==> src/rtl/wb_print_pkg.sv <==
// Shared constants for the Wishbone print FIFO: register map and STATUS bit layout.
package wb_print_pkg;

    localparam logic [1:0] ADR_DATA   = 2'd0;
    localparam logic [1:0] ADR_STATUS = 2'd1;
    localparam logic [1:0] ADR_EXIT   = 2'd2;

    localparam int ST_EMPTY = 16;
    localparam int ST_FULL  = 17;
    localparam int ST_OVF   = 18;

endpackage

==> src/rtl/wb_print_fifo_mem.sv <==
// Byte-wide synchronous FIFO with a registered head output.
// The caller guarantees push only when there is room (or a pop in the same cycle)
// and pop only when non-empty.
module wb_print_fifo_mem #(
    parameter int DEPTH = 16
) (
    input  logic                     clk,
    input  logic                     rst,
    input  logic                     push,
    input  logic                     pop,
    input  logic [7:0]               wdata,
    output logic [7:0]               head,
    output logic                     full,
    output logic                     empty,
    output logic [$clog2(DEPTH):0]   count
);
    localparam int AW = $clog2(DEPTH);

    logic [7:0]    mem_q [DEPTH];
    logic [AW-1:0] wr_ptr_q, wr_ptr_d;
    logic [AW-1:0] rd_ptr_q, rd_ptr_d;
    logic [AW:0]   count_q, count_d;
    logic [7:0]    head_q, head_d;

    // Next pointers, fill level and head byte; the head is looked up at the
    // next read pointer so the registered head always matches the FIFO front.
    always_comb begin
        wr_ptr_d = push ? wr_ptr_q + AW'(1) : wr_ptr_q;
        rd_ptr_d = pop  ? rd_ptr_q + AW'(1) : rd_ptr_q;
        count_d  = count_q;
        if (push && !pop)
            count_d = count_q + (AW+1)'(1);
        else if (pop && !push)
            count_d = count_q - (AW+1)'(1);
        // The slot being written this cycle is the next head only when the
        // FIFO was empty, or held one entry that is popping now.
        if (count_d == '0)
            head_d = 8'h00;
        else if (push && (wr_ptr_q == rd_ptr_d))
            head_d = wdata;
        else
            head_d = mem_q[rd_ptr_d];
    end

    // Storage array: written on push, no reset needed.
    always_ff @(posedge clk) begin
        if (push)
            mem_q[wr_ptr_q] <= wdata;
    end

    // Pointer, level and head registers, cleared asynchronously.
    always_ff @(posedge clk or posedge rst) begin
        if (rst) begin
            wr_ptr_q <= '0;
            rd_ptr_q <= '0;
            count_q  <= '0;
            head_q   <= 8'h00;
        end else begin
            wr_ptr_q <= wr_ptr_d;
            rd_ptr_q <= rd_ptr_d;
            count_q  <= count_d;
            head_q   <= head_d;
        end
    end

    assign head  = head_q;
    assign count = count_q;
    assign empty = (count_q == '0);
    assign full  = (count_q == (AW+1)'(DEPTH));

endmodule

==> src/rtl/wb_print_fifo.sv <==
// Wishbone character-output peripheral: CPU bytes are queued in a TX FIFO and
// drained over a paced valid/ready byte stream. Also exposes STATUS and a
// sticky test-exit register for the simulation harness.
module wb_print_fifo
    import wb_print_pkg::*;
#(
    parameter int DEPTH         = 16,
    parameter int PACE          = 0,
    parameter int STALL_ON_FULL = 1,
    parameter int SIM_PRINT     = 1
) (
    input  logic        i_wb_clk,
    input  logic        i_wb_rst,
    input  logic [1:0]  i_wb_adr,
    input  logic [31:0] i_wb_dat,
    input  logic        i_wb_we,
    input  logic        i_wb_cyc,
    input  logic        i_wb_stb,
    output logic [31:0] o_wb_rdt,
    output logic        o_wb_ack,
    output logic        o_tx_valid,
    output logic [7:0]  o_tx_data,
    input  logic        i_tx_ready,
    output logic        o_halt,
    output logic [7:0]  o_exit_code
);
    localparam int CW = $clog2(DEPTH) + 1;
    localparam int PW = (PACE > 0) ? $clog2(PACE + 1) : 1;

    logic          ack_q, ack_d;
    logic [31:0]   rdt_q, rdt_d;
    logic          ovf_q, ovf_d;
    logic          halt_q, halt_d;
    logic [7:0]    code_q, code_d;
    logic [PW-1:0] pace_q, pace_d;

    logic          req, wr_data, room, stall, fire, push, pop, tx_valid;
    logic          full, empty;
    logic [7:0]    head;
    logic [CW-1:0] count;
    logic [31:0]   status;
    wire           unused_dat = ^{i_wb_dat[31:19], i_wb_dat[17:8]};

    wb_print_fifo_mem #(.DEPTH(DEPTH)) u_mem (
        .clk   (i_wb_clk),
        .rst   (i_wb_rst),
        .push  (push),
        .pop   (pop),
        .wdata (i_wb_dat[7:0]),
        .head  (head),
        .full  (full),
        .empty (empty),
        .count (count)
    );

    // A request is taken only while ack is low, so acks never run back to back.
    // A DATA write into a full FIFO can still land when a pop frees the slot
    // in the same cycle.
    assign req      = i_wb_cyc && i_wb_stb && !ack_q;
    assign wr_data  = req && i_wb_we && (i_wb_adr == ADR_DATA);
    assign tx_valid = !empty && (pace_q == '0);
    assign pop      = tx_valid && i_tx_ready;
    assign room     = !full || pop;
    assign stall    = wr_data && !room && (STALL_ON_FULL != 0);
    assign fire     = req && !stall;
    assign push     = fire && wr_data && room;

    // STATUS word assembled from the live FIFO state.
    always_comb begin
        status           = '0;
        status[8:0]      = 9'(count);
        status[ST_EMPTY] = empty;
        status[ST_FULL]  = full;
        status[ST_OVF]   = ovf_q;
    end

    // Bus decode: ack, read data and register side effects of the accepted request.
    always_comb begin
        ack_d  = fire;
        rdt_d  = '0;
        ovf_d  = ovf_q;
        halt_d = halt_q;
        code_d = code_q;
        if (fire && !i_wb_we && (i_wb_adr == ADR_STATUS))
            rdt_d = status;
        if (fire && wr_data && !room)
            ovf_d = 1'b1;
        if (fire && i_wb_we && (i_wb_adr == ADR_STATUS) && i_wb_dat[ST_OVF])
            ovf_d = 1'b0;
        if (fire && i_wb_we && (i_wb_adr == ADR_EXIT) && !halt_q) begin
            halt_d = 1'b1;
            code_d = i_wb_dat[7:0];
        end
    end

    // Pacing: each beat reloads the idle counter, which counts down to 0.
    always_comb begin
        pace_d = pace_q;
        if (pop)
            pace_d = PW'(PACE);
        else if (pace_q != '0)
            pace_d = pace_q - PW'(1);
    end

    // Bus, exit and pacing registers, cleared asynchronously.
    always_ff @(posedge i_wb_clk or posedge i_wb_rst) begin
        if (i_wb_rst) begin
            ack_q  <= 1'b0;
            rdt_q  <= '0;
            ovf_q  <= 1'b0;
            halt_q <= 1'b0;
            code_q <= 8'h00;
            pace_q <= '0;
        end else begin
            ack_q  <= ack_d;
            rdt_q  <= rdt_d;
            ovf_q  <= ovf_d;
            halt_q <= halt_d;
            code_q <= code_d;
            pace_q <= pace_d;
        end
    end

    assign o_wb_ack    = ack_q;
    assign o_wb_rdt    = rdt_q;
    assign o_tx_valid  = tx_valid;
    assign o_tx_data   = head;
    assign o_halt      = halt_q;
    assign o_exit_code = code_q;

`ifndef SYNTHESIS
    // Echo each drained byte to the console.
    always @(posedge i_wb_clk) begin
        if ((SIM_PRINT != 0) && pop)
            $write("%c", head);
    end
`endif

endmodule

==> config.mk <==
export PLATFORM = sky130hd
export DESIGN_NAME = wb_print_fifo
export DESIGN_NICKNAME = d
export VERILOG_FILES = /design/src/rtl/wb_print_pkg.sv /design/src/rtl/wb_print_fifo_mem.sv /design/src/rtl/wb_print_fifo.sv
export SDC_FILE = /design/constraint.sdc
export NUM_CORES = 1
export LEC_CHECK = 0
export ABC_AREA = 1
export ABC_CLOCK_PERIOD_IN_PS = 5400
export CORE_MARGIN = 5
export CORE_UTILIZATION = 40
export DETAILED_ROUTE_END_ITERATION = 6
export GPL_TIMING_DRIVEN = 0
export RECOVER_POWER = 25
export REMOVE_ABC_BUFFERS = 1
export SLEW_MARGIN = 20
export SYNTH_ARGS = -nofsm -noshare
export SYNTH_HDL_FRONTEND = slang
export SYNTH_HIERARCHICAL = 1
export SYNTH_SLANG_ARGS = --single-unit
==> constraint.sdc <==
create_clock -name i_wb_clk -period 5.4 [get_ports i_wb_clk]
set_clock_uncertainty 0.05 [all_clocks]
set_input_delay 1.35 -clock i_wb_clk [delete_from_list [all_inputs] [get_ports i_wb_clk]]
set_output_delay 1.35 -clock i_wb_clk [all_outputs]
set_load 0.01 [all_outputs]
# After elaboration in Yosys (flattened, before gate mapping)
# Memory sizes are Yosys's and may differ from the RTL's.
# Index checks and enable logic that the tools add are counted.
# Widths: inputs -> output; s select.
word_totals:
  regBits: 65
  ramBits: 128
  input_bits: 40
  output_inout_bits: 51
  word_cells: 68
  mem_count: 1
memory_table:
  columns: ["name", "words", "width", "read_ports", "rd_clocked_by_memory_dff", "wr", "line_no", "rtl"]
  rows:
  - ["u_mem.mem_q", 16, 8, 1, 0, 1, "wb_print_fifo_mem.sv:19", "logic [7:0] mem_q [DEPTH];"]
op_classes:
  addsub: 5
  eq_ne: 4
  mux: 12
  bitwise: 1
  n_reduce_logical: 35
ops:
  columns: ["op", "count"]
  rows:
  - ["$logic_and 1x1->1", 21]
  - ["$mux 19", 1]
  - ["$mux 8", 2]
  - ["$logic_not 5->1", 2]
  - ["$mux 5", 2]
  - ["$logic_not 1->1", 9]
  - ["$add 4x1->4 const B", 2]
  - ["$mux 1", 6]
  - ["$add 5x1->5 const B", 1]
  - ["$eq 5x5->1 const B", 1]
  - ["$sub 5x1->5 const B", 1]
  - ["$eq 4x4->1", 1]
  - ["$mux 4", 1]
  - ["$eq 2x1->1 const B", 1]
  - ["$eq 2x2->1 const B", 1]
  - ["$logic_not 2->1", 1]
  - ["$reduce_bool 2->1", 1]
  - ["$logic_or 1x1->1", 1]
  - ["$not 1->1", 1]
  - ["$sub 1x1->1 const B", 1]

# Longest topological paths before layout
# Gate-level depths: netlist of run 1.
depth:
  depth_word: 17
  mapped_depth: 19
  ltp_nobuf: 19

# Modules after synthesis
# The synthesis of run 1 kept the hierarchy.
by_module_without_submodules:
  columns: ["module", "n_inst", "cells_each", "area_per_inst_um2", "seq_area_each_um2"]
  rows:
  - ["wb_print_fifo_mem", 1, 596, 6510.0, 4369.2]
  - ["wb_print_fifo", 1, 115, 1004.7, 475.5]

# Worst setup path before layout of run 1
# OpenSTA, ideal clock, no wires.
synth_path:
  kind: "input -> register"
  from: "input port i_tx_ready"
  to: "memory u_mem.mem_q[11][0], enable pin"
  setup_ns: 0.370
  arrival_ns: 2.850
  t_required_ns: 4.980
  setup_slack_ns: 2.130
  cell_stages: 7
  n_path_buf: 1
  cell_sequence: "inv_1 nor2_1 nor2_1 nor3_1 buf_2 nand2_1 nor2_1"
synth_via:
  elab_chain_cells: 10
synth_lines:
  columns: ["element", "line_no", "rtl"]
  rows:
  - ["start, declared", "wb_print_fifo.sv:23", "input logic i_tx_ready,"]
  - ["$logic_and 1x1->1 *", "wb_print_fifo.sv:62", "assign pop = tx_valid && i_tx_ready;"]
  - ["named net pop", "wb_print_fifo.sv:37", "logic req, wr_data, room, stall, fire, push, pop, tx_valid;"]
  - ["$logic_or 1x1->1 *", "wb_print_fifo.sv:63", "assign room = !full || pop;"]
  - ["$logic_not 1->1", "wb_print_fifo.sv:64", "assign stall = wr_data && !room && (STALL_ON_FULL != 0);"]
  - ["$logic_and 1x1->1", "wb_print_fifo.sv:64", null]
  - ["$logic_not 1->1", "wb_print_fifo.sv:65", "assign fire = req && !stall;"]
  - ["$logic_and 1x1->1", "wb_print_fifo.sv:65", null]
  - ["$logic_and 1x1->1", "wb_print_fifo.sv:66", "assign push = fire && wr_data && room;"]
  - ["$logic_and 1x1->1 *", "wb_print_fifo.sv:66", null]
  - ["named net push", "wb_print_fifo.sv:37", null]
  - ["$mux 1 *", "wb_print_fifo_mem.sv:47", "if (push)"]
  - ["$mux 1 (implied by the code) *", "wb_print_fifo_mem.sv:48", "mem_q[wr_ptr_q] <= wdata;"]
  - ["end, declared", "wb_print_fifo_mem.sv:19", null]
# Mark *: on every way through the listed nets, which the timed path passes. The rest lies on a longest branch.

# Final worst setup path of run 1
layout_path:
  from: "input port i_tx_ready"
  to: "register u_mem.head_q[4], in the netlist u_mem/head[4]"
layout_via:
  elab_cells_between_ends: 21
  cone_classes: "eq/ne: 1; mux: 5; reduce/logical: 14; memory: 1"
layout_lines:
  columns: ["element", "line_no", "rtl"]
  rows:
  - ["$logic_and 1x1->1 *", "wb_print_fifo.sv:62", null]
  - ["named net pop", "wb_print_fifo.sv:37", null]
  - ["$mux 4 *", "wb_print_fifo_mem.sv:29", "rd_ptr_d = pop ? rd_ptr_q + AW'(1) : rd_ptr_q;"]
  - ["named net u_mem.rd_ptr_d[0]", "wb_print_fifo_mem.sv:21", "logic [AW-1:0] rd_ptr_q, rd_ptr_d;"]
  - ["parallel branches: the longest is 2 deep, another holds $mem_v2 16x8", null, null]
  - ["$mux 8 *", "wb_print_fifo_mem.sv:39", "else if (push && (wr_ptr_q == rd_ptr_d))"]
  - ["$mux 8 *", "wb_print_fifo_mem.sv:37", "if (count_d == '0)"]
  - ["named net u_mem.head_d[4]", "wb_print_fifo_mem.sv:23", "logic [7:0] head_q, head_d;"]
  - ["end signal, assigned", "wb_print_fifo_mem.sv:57", "head_q <= 8'h00;"]
  - ["end signal, assigned", "wb_print_fifo_mem.sv:62", "head_q <= head_d;"]
  - ["end, declared", "wb_print_fifo_mem.sv:23", null]
# Mark *: on every way through the listed nets, which the timed path passes.
# A chain may end at the register's enable or synchronous reset.

==> results.sh, run 1 <==
export IMPL_outcome="finished clean"
export IMPL_vias_per_cell=5.32
export IMPL_ir_worst_vdd_v=0.000246
export IMPL_leakagePower_nw=3.47
export IMPL_hold_path_class="reg2reg"
export IMPL_drt_iter0_drc=657
export IMPL_hold_violations=0
export IMPL_crit_family="simple AND/OR/NAND/NOR gates"
export IMPL_critPathLaunchType="input port"
export IMPL_grt_use_total_pct=16.7
export IMPL_cp_slowest_stage_delay_ps=800
export IMPL_cts_setup_buffers=0
export IMPL_final_max_slew_violation_count=0
export IMPL_fin_crit_sh_pct=88.9
export IMPL_path_clk_slew_ps=60
export IMPL_core_area_sq_um=18600
export IMPL_netlist_area_sq_um=7510
export IMPL_cts_resized=0
export IMPL_die_height_um=147
export IMPL_fin_crit_ps=4800
export IMPL_drv_cap=0
export IMPL_n_antenna_cell=0
export IMPL_nets=789
export IMPL_crit_path_frequent_cell="nand2_4"
export IMPL_end_kind="register"
export IMPL_ant_nets=0
export IMPL_clkLatencyLatePin_ps=430
export IMPL_yosysWarnings=6
export IMPL_synth_top_area_share_pct=51.1
export IMPL_postCtsHoldBufs=0
export IMPL_gp_congestion=0.862
export IMPL_rows=50
export IMPL_drc=0
export IMPL_final_common_cell="nand3_1"
export IMPL_setup_viol=0
export IMPL_die_area_sq_um=21600
export IMPL_ys_ff_latch=168
export IMPL_start_util_pct=40.4
export IMPL_syn_mean_instance_area_sq_um=10.6
export IMPL_numCtsBuffers=17
export IMPL_dp_cells=957
export IMPL_grt_pass1_wl_mm=27.9
export IMPL_htree_levels=4
export IMPL_synth_cell_types=27
export IMPL_hold_ws_ps=450
export IMPL_critPathKind="in2reg"
export IMPL_root_buffer="clkbuf_16"
export IMPL_crit_chain="clkdlybuf4s50_1 > inv_1 > nor2_1 > nand2_4 > nand2_4 > inv_2 > nand2_1 > nand3_1 > nor2_4 > nand2_2 > a21oi_1"
export IMPL_power_total_mw=4.01
export IMPL_dp_hpwl_mm=10.8
export IMPL_grt_max_degree=67
export IMPL_tightest_slew_ps=934
export IMPL_worst_path_buf_inv=3
export IMPL_multiInputGateArea_sq_um=2160
export IMPL_via_count=5262
export IMPL_antenna_found_initial=0
export IMPL_rsz0062_at_grt="no"
export IMPL_drt_wl_total_mm=17.9
export IMPL_io_buffers=43
export IMPL_synth_cells=711
export IMPL_cts_tree="built"
export IMPL_ioPinCount=91
export IMPL_slowest_stage="nand2_4"
export IMPL_fin_util_pct=46.3
export IMPL_area_growth_pct=14.5
export IMPL_final_cells=989
export IMPL_grt_pass1_vias=4908
export IMPL_layout_drive_gt1_share_pct=5.96
export IMPL_arrival_ps=5070
export IMPL_cts_sinks=168
export IMPL_clockBufferDepth=2
export IMPL_fmax_mhz=208
export IMPL_fillerInstances=1695
export IMPL_yosysSeqAreaShare_pct=64.5
export IMPL_final_cell_mix="nand3_1 (175), nand2_1 (154), edfxtp_1 (128)"
export IMPL_grt_ovfl_total=0
export IMPL_cp_required_ps=5670
export IMPL_seq_area_sq_um=4840
export IMPL_firstDrtPassIters=5
export IMPL_synth_area_leaders="edfxtp_1 (51%), dfrtp_1 (13%), nand3_1 (12%)"
export IMPL_path_max_fanout=66
export IMPL_synth_top_area_cell="edfxtp_1"
export IMPL_cellPowerDensity_nw_per_um2=466
export IMPL_routedWlPerCell_um=18.1
export IMPL_chipWidth_um=147
export IMPL_relSlewSlack_pct=37.5
registers in the layout (all words and copies together) (netlist names):
signal / cells
o_wb_rdt: 8
u_mem/count: 5
u_mem/rd_ptr_q: 4
o_wb_ack: 1
ovf_q: 1
u_mem/head: 8
u_mem/mem_q: 128
u_mem/wr_ptr_q: 4
o_exit_code: 8
o_halt: 1
path summary, 6_finish.rpt:
kind                                               start                       endpoint  slack [ps]  depth (start not counted)
worst max-delay path                          i_tx_ready        u_mem/head[4]$_DFF_PP0_         600                         11
worst min-delay path                   ovf_q$_DFFE_PP0P_              ovf_q$_DFFE_PP0P_         450                          2
worst max register to register  u_mem/count[0]$_DFF_PP0_        u_mem/head[4]$_DFF_PP0_        1060                         13
worst min register to register         ovf_q$_DFFE_PP0P_              ovf_q$_DFFE_PP0P_         450                          2
max in group asynchronous                       i_wb_rst  u_mem/wr_ptr_q[2]$_DFFE_PP0P_        3210                          2
min in group asynchronous                       i_wb_rst          o_wb_rdt[1]$_DFF_PP0_        1450                          2
cells in the mapped netlist (all sizes together):
cell      n
conb      1
nor3      1
ha        7
nand4     4
xor2      3
inv      61
nand3   177
edfxtp  128
o21ai     1
nand3b   14
nor2     42
a31oi     1
buf      52
a21oi     8
nand2   161
dfrtp    40
o21bai    8
clkbuf    2
layout make-up:
class | count | share of cell area (%)
Tap cell | 234 | 3.40
Multi-Input combinational cell | 451 | 25.1
Clock inverter | 6 | 0.785
Clock buffer | 26 | 6.69
Timing Repair Buffer | 43 | 5.00
Sequential cell | 168 | 56.3
Inverter | 61 | 2.66
routing by layer:
layer  global-route usage (%)  wire length (um)  vias up
li1                         -                 -     2438
met1                     23.0              7870     2595
met2                     26.8              8620      205
met3                     3.18              1120       24
met4                     5.73               327        0
met5                        0                 0        -
per-stage QoR:
stage | cell area, sq um | setup TNS, ps | worst slack (ps)
floorplan | 7240 | 0 | 1320
global placement | 7960 | -4820 | -646
detailed placement | 7980 | 0 | 200
CTS | 8630 | 0 | 637
global route | 8600 | 0 | 427
finish | 8600 | 0 | 600
worst min-delay path, stage by stage (launching register included):
cell	delay (ps)
dfrtp_1	360
inv_1	60
a21oi_1	40
kinds of logic after synthesis:
family	share of synthesized area (%)
compound gates	1.48
xor+xnor	0.350
fa+ha+maj	1.17
buf+inv	7.86
flops	64.5
other cells	0.0499
simple gates	24.6
report_power, final:
group	total (mW)	internal, mW	leakage, nW	switching [mW]
Sequential	1.54	1.48	1.61	0.0623
Combinational	1.19	0.361	1.54	0.824
Clock	1.29	0.791	0.318	0.495
Total	4.01	2.63	3.47	1.38
(Power assumes the default switching activity.)
==> run 2, diff against run 1 <==
- CTS_CLUSTER_SIZE: not set -> 14
- SLEW_MARGIN: 20 -> not set
==> results.sh, run 2 (synthesis gave the netlist of run 1 again) <==
export IMPL_final_cell_mix="nand3_1 (175), nand2_1 (154), edfxtp_1 (128)"
export IMPL_end_kind="register"
export IMPL_grt_pass1_vias=4909
export IMPL_start_util_pct=40.4
export IMPL_path_depth=11
export IMPL_chipWidth_um=147
export IMPL_final_setup_worst_slack_ps=424
export IMPL_seq_area_sq_um=4840
export IMPL_cts_tree="built"
export IMPL_path_max_fanout=66
export IMPL_path_clk_slew_ps=60
export IMPL_relSlewSlack_pct=9.84
export IMPL_cp_required_ps=5670
export IMPL_critPathLaunchType="input port"
export IMPL_final_cells=989
export IMPL_outcome="finished clean"
export IMPL_antenna_found_initial=0
export IMPL_drt_wl_total_mm=17.8
export IMPL_fmax_mhz=201
export IMPL_power_total_mw=4.00
export IMPL_top_register="u_mem/mem_q"
export IMPL_ioPinCount=91
export IMPL_setup_viol=0
export IMPL_worst_path_buf_inv=3
export IMPL_tightest_slew_ps=1350
export IMPL_cp_slowest_stage_delay_ps=930
export IMPL_rr_worst_depth=13
export IMPL_holdPathEnd="o_wb_rdt[18]$_DFF_PP0_"
export IMPL_n_antenna_cell=0
export IMPL_hold_path_class="reg2reg"
export IMPL_firstDrtPassIters=5
export IMPL_fin_crit_sh_pct=92.1
export IMPL_drv_cap=0
export IMPL_hold_ws_ps=440
export IMPL_setup_tns_final_ps=0
export IMPL_crit_family="simple AND/OR/NAND/NOR gates"
export IMPL_drt_iter0_drc=534
export IMPL_crit_path_frequent_cell="nand2_2"
export IMPL_io_buffers=43
export IMPL_layout_drive_gt1_share_pct=5.83
export IMPL_rows=50
export IMPL_routedWlPerCell_um=18.0
export IMPL_die_height_um=147
export IMPL_core_area_sq_um=18600
export IMPL_multiInputGateArea_sq_um=2160
export IMPL_root_buffer="clkbuf_16"
export IMPL_fin_util_pct=46.3
export IMPL_grt_max_degree=67
export IMPL_slowest_stage="nand2_2"
export IMPL_area_growth_pct=14.4
export IMPL_fin_crit_ps=4980
export IMPL_die_area_sq_um=21600
export IMPL_cellPowerDensity_nw_per_um2=465
export IMPL_critPathKind="in2reg"
export IMPL_grt_pass1_wl_mm=27.7
export IMPL_reg2reg_to="u_mem/head[4]$_DFF_PP0_"
export IMPL_dp_hpwl_mm=10.8
export IMPL_grt_use_total_pct=16.7
export IMPL_via_count=5200
export IMPL_fillerInstances=1675
export IMPL_numCtsBuffers=17
export IMPL_final_common_cell="nand3_1"
export IMPL_ant_nets=0
export IMPL_dp_cells=957
export IMPL_min_delay_start="ovf_q$_DFFE_PP0P_"
export IMPL_dpl_cell_area_sq_um=7960
export IMPL_clkLatencyLatePin_ps=430
export IMPL_hold_violations=0
export IMPL_min_delay_path_depth=2
export IMPL_crit_start="i_tx_ready"
export IMPL_reg2reg_slack_ps=890
export IMPL_vias_per_cell=5.26
export IMPL_largest_reg_flops=128
export IMPL_r2r_start="u_mem/count[0]$_DFF_PP0_"
export IMPL_cts_sinks=168
export IMPL_gp_congestion=0.862
export IMPL_ir_worst_vdd_v=0.000244
export IMPL_htree_levels=4
export IMPL_crit_chain="clkdlybuf4s50_1 > inv_1 > nor2_1 > nand2_2 > nand2_8 > inv_2 > nand2_1 > nand3_1 > nor2_4 > nand2_2 > a21oi_1"
export IMPL_leakagePower_nw=3.45
export IMPL_rsz0062_at_grt="no"
export IMPL_dp_slack_ps=-759
export IMPL_arrival_ps=5250
export IMPL_final_area_sq_um=8590
export IMPL_drc=0
export IMPL_clockBufferDepth=2
export IMPL_final_max_slew_violation_count=0
export IMPL_grt_ovfl_total=0
export IMPL_nets=789
## run 2: changes by cell type in the layout (fill, tap and decap cells not counted), sizes merged
cell,before,now
inv,65,63
clkinv,1,3
## run 2: layer usage
layer | track usage [%] | part of all wire [%]
met1 | 23.1 | 45
met2 | 25.8 | 48
met3 | 3.45 | 5.5
met4 | 6.62 | 2.2
met5 | 0 | 0
## run 2: what timing repair did
action | CTS | global route
resized for setup | 1 | 1
hold buffers | 0 | 0
setup buffers | 0 | 0
endpoints found under the setup margin | 8 | 8
## run 2: final cells by class
cell class,count,area share [%]
clock buffers,26,6.58
clock inverters,6,0.815
inverters,61,2.66
multi-input cells,451,25.2
flip-flops and latches,168,56.4
well taps,234,3.41
repair buffers,43,5.01
## run 2: how the worst max path moves through the flow
stage | endpoint | slack [ps]
floorplan | u_mem/head[6]$_DFF_PP0_ | 1320
global placement | u_mem/head[4]$_DFF_PP0_ | -650
detailed placement | u_mem/head[4]$_DFF_PP0_ | -760
CTS | u_mem/head[4]$_DFF_PP0_ | 180
global route | u_mem/head[4]$_DFF_PP0_ | 190
finish | u_mem/head[4]$_DFF_PP0_ | 420
## run 2: tightest hold or removal path: cells and delay by family, from the launching register on
family	cells	cell delay (ps)
simple gates	1	90
buf+inv	1	40
flops	1	320
## run 2: power breakdown
| group | internal (mW) | leakage, nW | switching, mW |
|---|---|---|---|
| Sequential | 1.48 | 1.61 | 0.0630 |
| Clock | 0.778 | 0.311 | 0.486 |
| Combinational | 0.362 | 1.53 | 0.830 |
==> run 3, diff against run 2 <==
- REMOVE_ABC_BUFFERS: 1 -> not set
==> results.sh, run 3 (synthesis gave the netlist of run 1 again) <==
export IMPL_relSlewSlack_pct=39.9
export IMPL_crit_start="i_tx_ready"
export IMPL_clockBufferDepth=2
export IMPL_area_growth_pct=18.3
export IMPL_drv_cap=0
export IMPL_die_area_sq_um=21600
export IMPL_critPathLaunchType="input port"
export IMPL_endpoint="u_mem/mem_q[5][5]$_DFFE_PP_"
export IMPL_htree_levels=4
export IMPL_cts_sinks=168
export IMPL_leakagePower_nw=3.66
export IMPL_drt_iter0_drc=487
export IMPL_reg2reg_slack_ps=1870
export IMPL_ir_worst_vdd_v=0.000246
export IMPL_nets=843
export IMPL_critPathKind="in2reg"
export IMPL_arrival_ps=4080
export IMPL_drc=0
export IMPL_n_antenna_cell=0
export IMPL_antenna_found_initial=1
export IMPL_end_kind="register"
export IMPL_rsz0062_at_grt="no"
export IMPL_grt_pass1_vias=5012
export IMPL_layout_drive_gt1_share_pct=11.7
export IMPL_root_buffer="clkbuf_16"
export IMPL_chipWidth_um=147
export IMPL_path_max_fanout=10
export IMPL_cts_resized=0
export IMPL_final_common_cell="nand3_1"
export IMPL_hold_violations=0
export IMPL_gp_congestion=0.967
export IMPL_ioPinCount=91
export IMPL_io_buffers=43
export IMPL_final_max_slew_violation_count=0
export IMPL_grt_use_total_pct=17.3
export IMPL_ant_nets=0
export IMPL_setup_viol=0
export IMPL_clkLatencyLatePin_ps=430
export IMPL_numCtsBuffers=17
export IMPL_postCtsHoldBufs=0
export IMPL_dp_hpwl_mm=12.6
export IMPL_r2r_start="u_mem/count[0]$_DFF_PP0_"
export IMPL_drt_wl_total_mm=18.6
export IMPL_final_cell_mix="nand3_1 (176), nand2_1 (154), edfxtp_1 (128)"
export IMPL_final_cells=1043
export IMPL_dp_cells=1011
export IMPL_tightest_slew_ps=898
export IMPL_die_height_um=147
export IMPL_final_area_sq_um=8890
export IMPL_vias_per_cell=5.09
export IMPL_core_area_sq_um=18600
export IMPL_reg2reg_to="u_mem/mem_q[5][5]$_DFFE_PP_"
export IMPL_hold_ws_ps=447
export IMPL_grt_ovfl_total=0
export IMPL_hold_path_class="reg2reg"
export IMPL_start_util_pct=40.4
export IMPL_cp_required_ps=5400
export IMPL_top_register="u_mem/mem_q"
export IMPL_rows=50
export IMPL_fin_util_pct=47.9
export IMPL_min_delay_start="ovf_q$_DFFE_PP0P_"
export IMPL_grt_pass1_wl_mm=28.4
export IMPL_outcome="finished clean"
export IMPL_dpl_cell_area_sq_um=8320
export IMPL_path_clk_slew_ps=60
export IMPL_largest_reg_flops=128
export IMPL_via_count=5311
export IMPL_fin_crit_sh_pct=75.5
export IMPL_setup_tns_final_ps=0
export IMPL_cts_tree="built"
export IMPL_fin_crit_ps=4080
export IMPL_cts_setup_buffers=0
export IMPL_grt_max_degree=22
export IMPL_firstDrtPassIters=5
export IMPL_fmax_mhz=245
export IMPL_cellPowerDensity_nw_per_um2=454
export IMPL_routedWlPerCell_um=17.8
export IMPL_rr_worst_depth=10
[run 3: cell types whose count changed in the layout (fill, tap and decap cells not counted), sizes merged]
cell           delta
buf              +52
bufinv            +1
clkbuf            -5
clkdlybuf4s50     -4
clkinv            -1
clkinvlp          +5
dlygate4sd3       +4
inv               +2
[run 3: through the flow]
stage               power [mW]  setup WS [ps]
floorplan                 2.38           2130
global placement          2.84            977
detailed placement        2.84            958
CTS                       4.05           1390
global route              4.25           1150
finish                    4.03           1320
[run 3: worst min path at each step]
stage / to / cells after the start
after floorplan: o_wb_rdt[18]$_DFF_PP0_ / 2
after global placement: o_wb_rdt[18]$_DFF_PP0_ / 2
after detailed placement: o_wb_rdt[18]$_DFF_PP0_ / 2
after CTS: o_wb_rdt[18]$_DFF_PP0_ / 2
after global routing: o_wb_rdt[18]$_DFF_PP0_ / 2
final: o_wb_rdt[18]$_DFF_PP0_ / 2
[run 3: critical path, stage by stage]
cell and delay [ps]:
dlygate4sd3_1 520, inv_1 40, nor2_1 440, nor2_1 120
nor3_1 350, buf_2 290, nand2_1 200, nor2_1 740
[run 3: final cells by class]
class,count,area (sq um)
Sequential cell,168,4840
Inverter,61,229
Timing Repair Buffer,43,430
Buffer,54,362
Clock inverter,13,146
Multi-Input combinational cell,451,2150
Fill cell,1756,9690
Clock buffer,19,433
Tap cell,234,293
[run 3: report_power, final]
group / switching (mW) / internal (mW) / leakage (nW) / total, mW
Clock: 0.513 / 0.686 / 0.267 / 1.20
Sequential: 0.0602 / 1.48 / 1.61 / 1.54
Combinational: 0.864 / 0.432 / 1.78 / 1.30
[run 3: per-layer routing]
metal  wire (um)  track usage [%]  vias up
met2        8570             27.5      210
li1            -                -     2542
met3        1430             4.07       23
met1        8250             24.1     2536
met4         293             4.85        0
met5           0                0        -
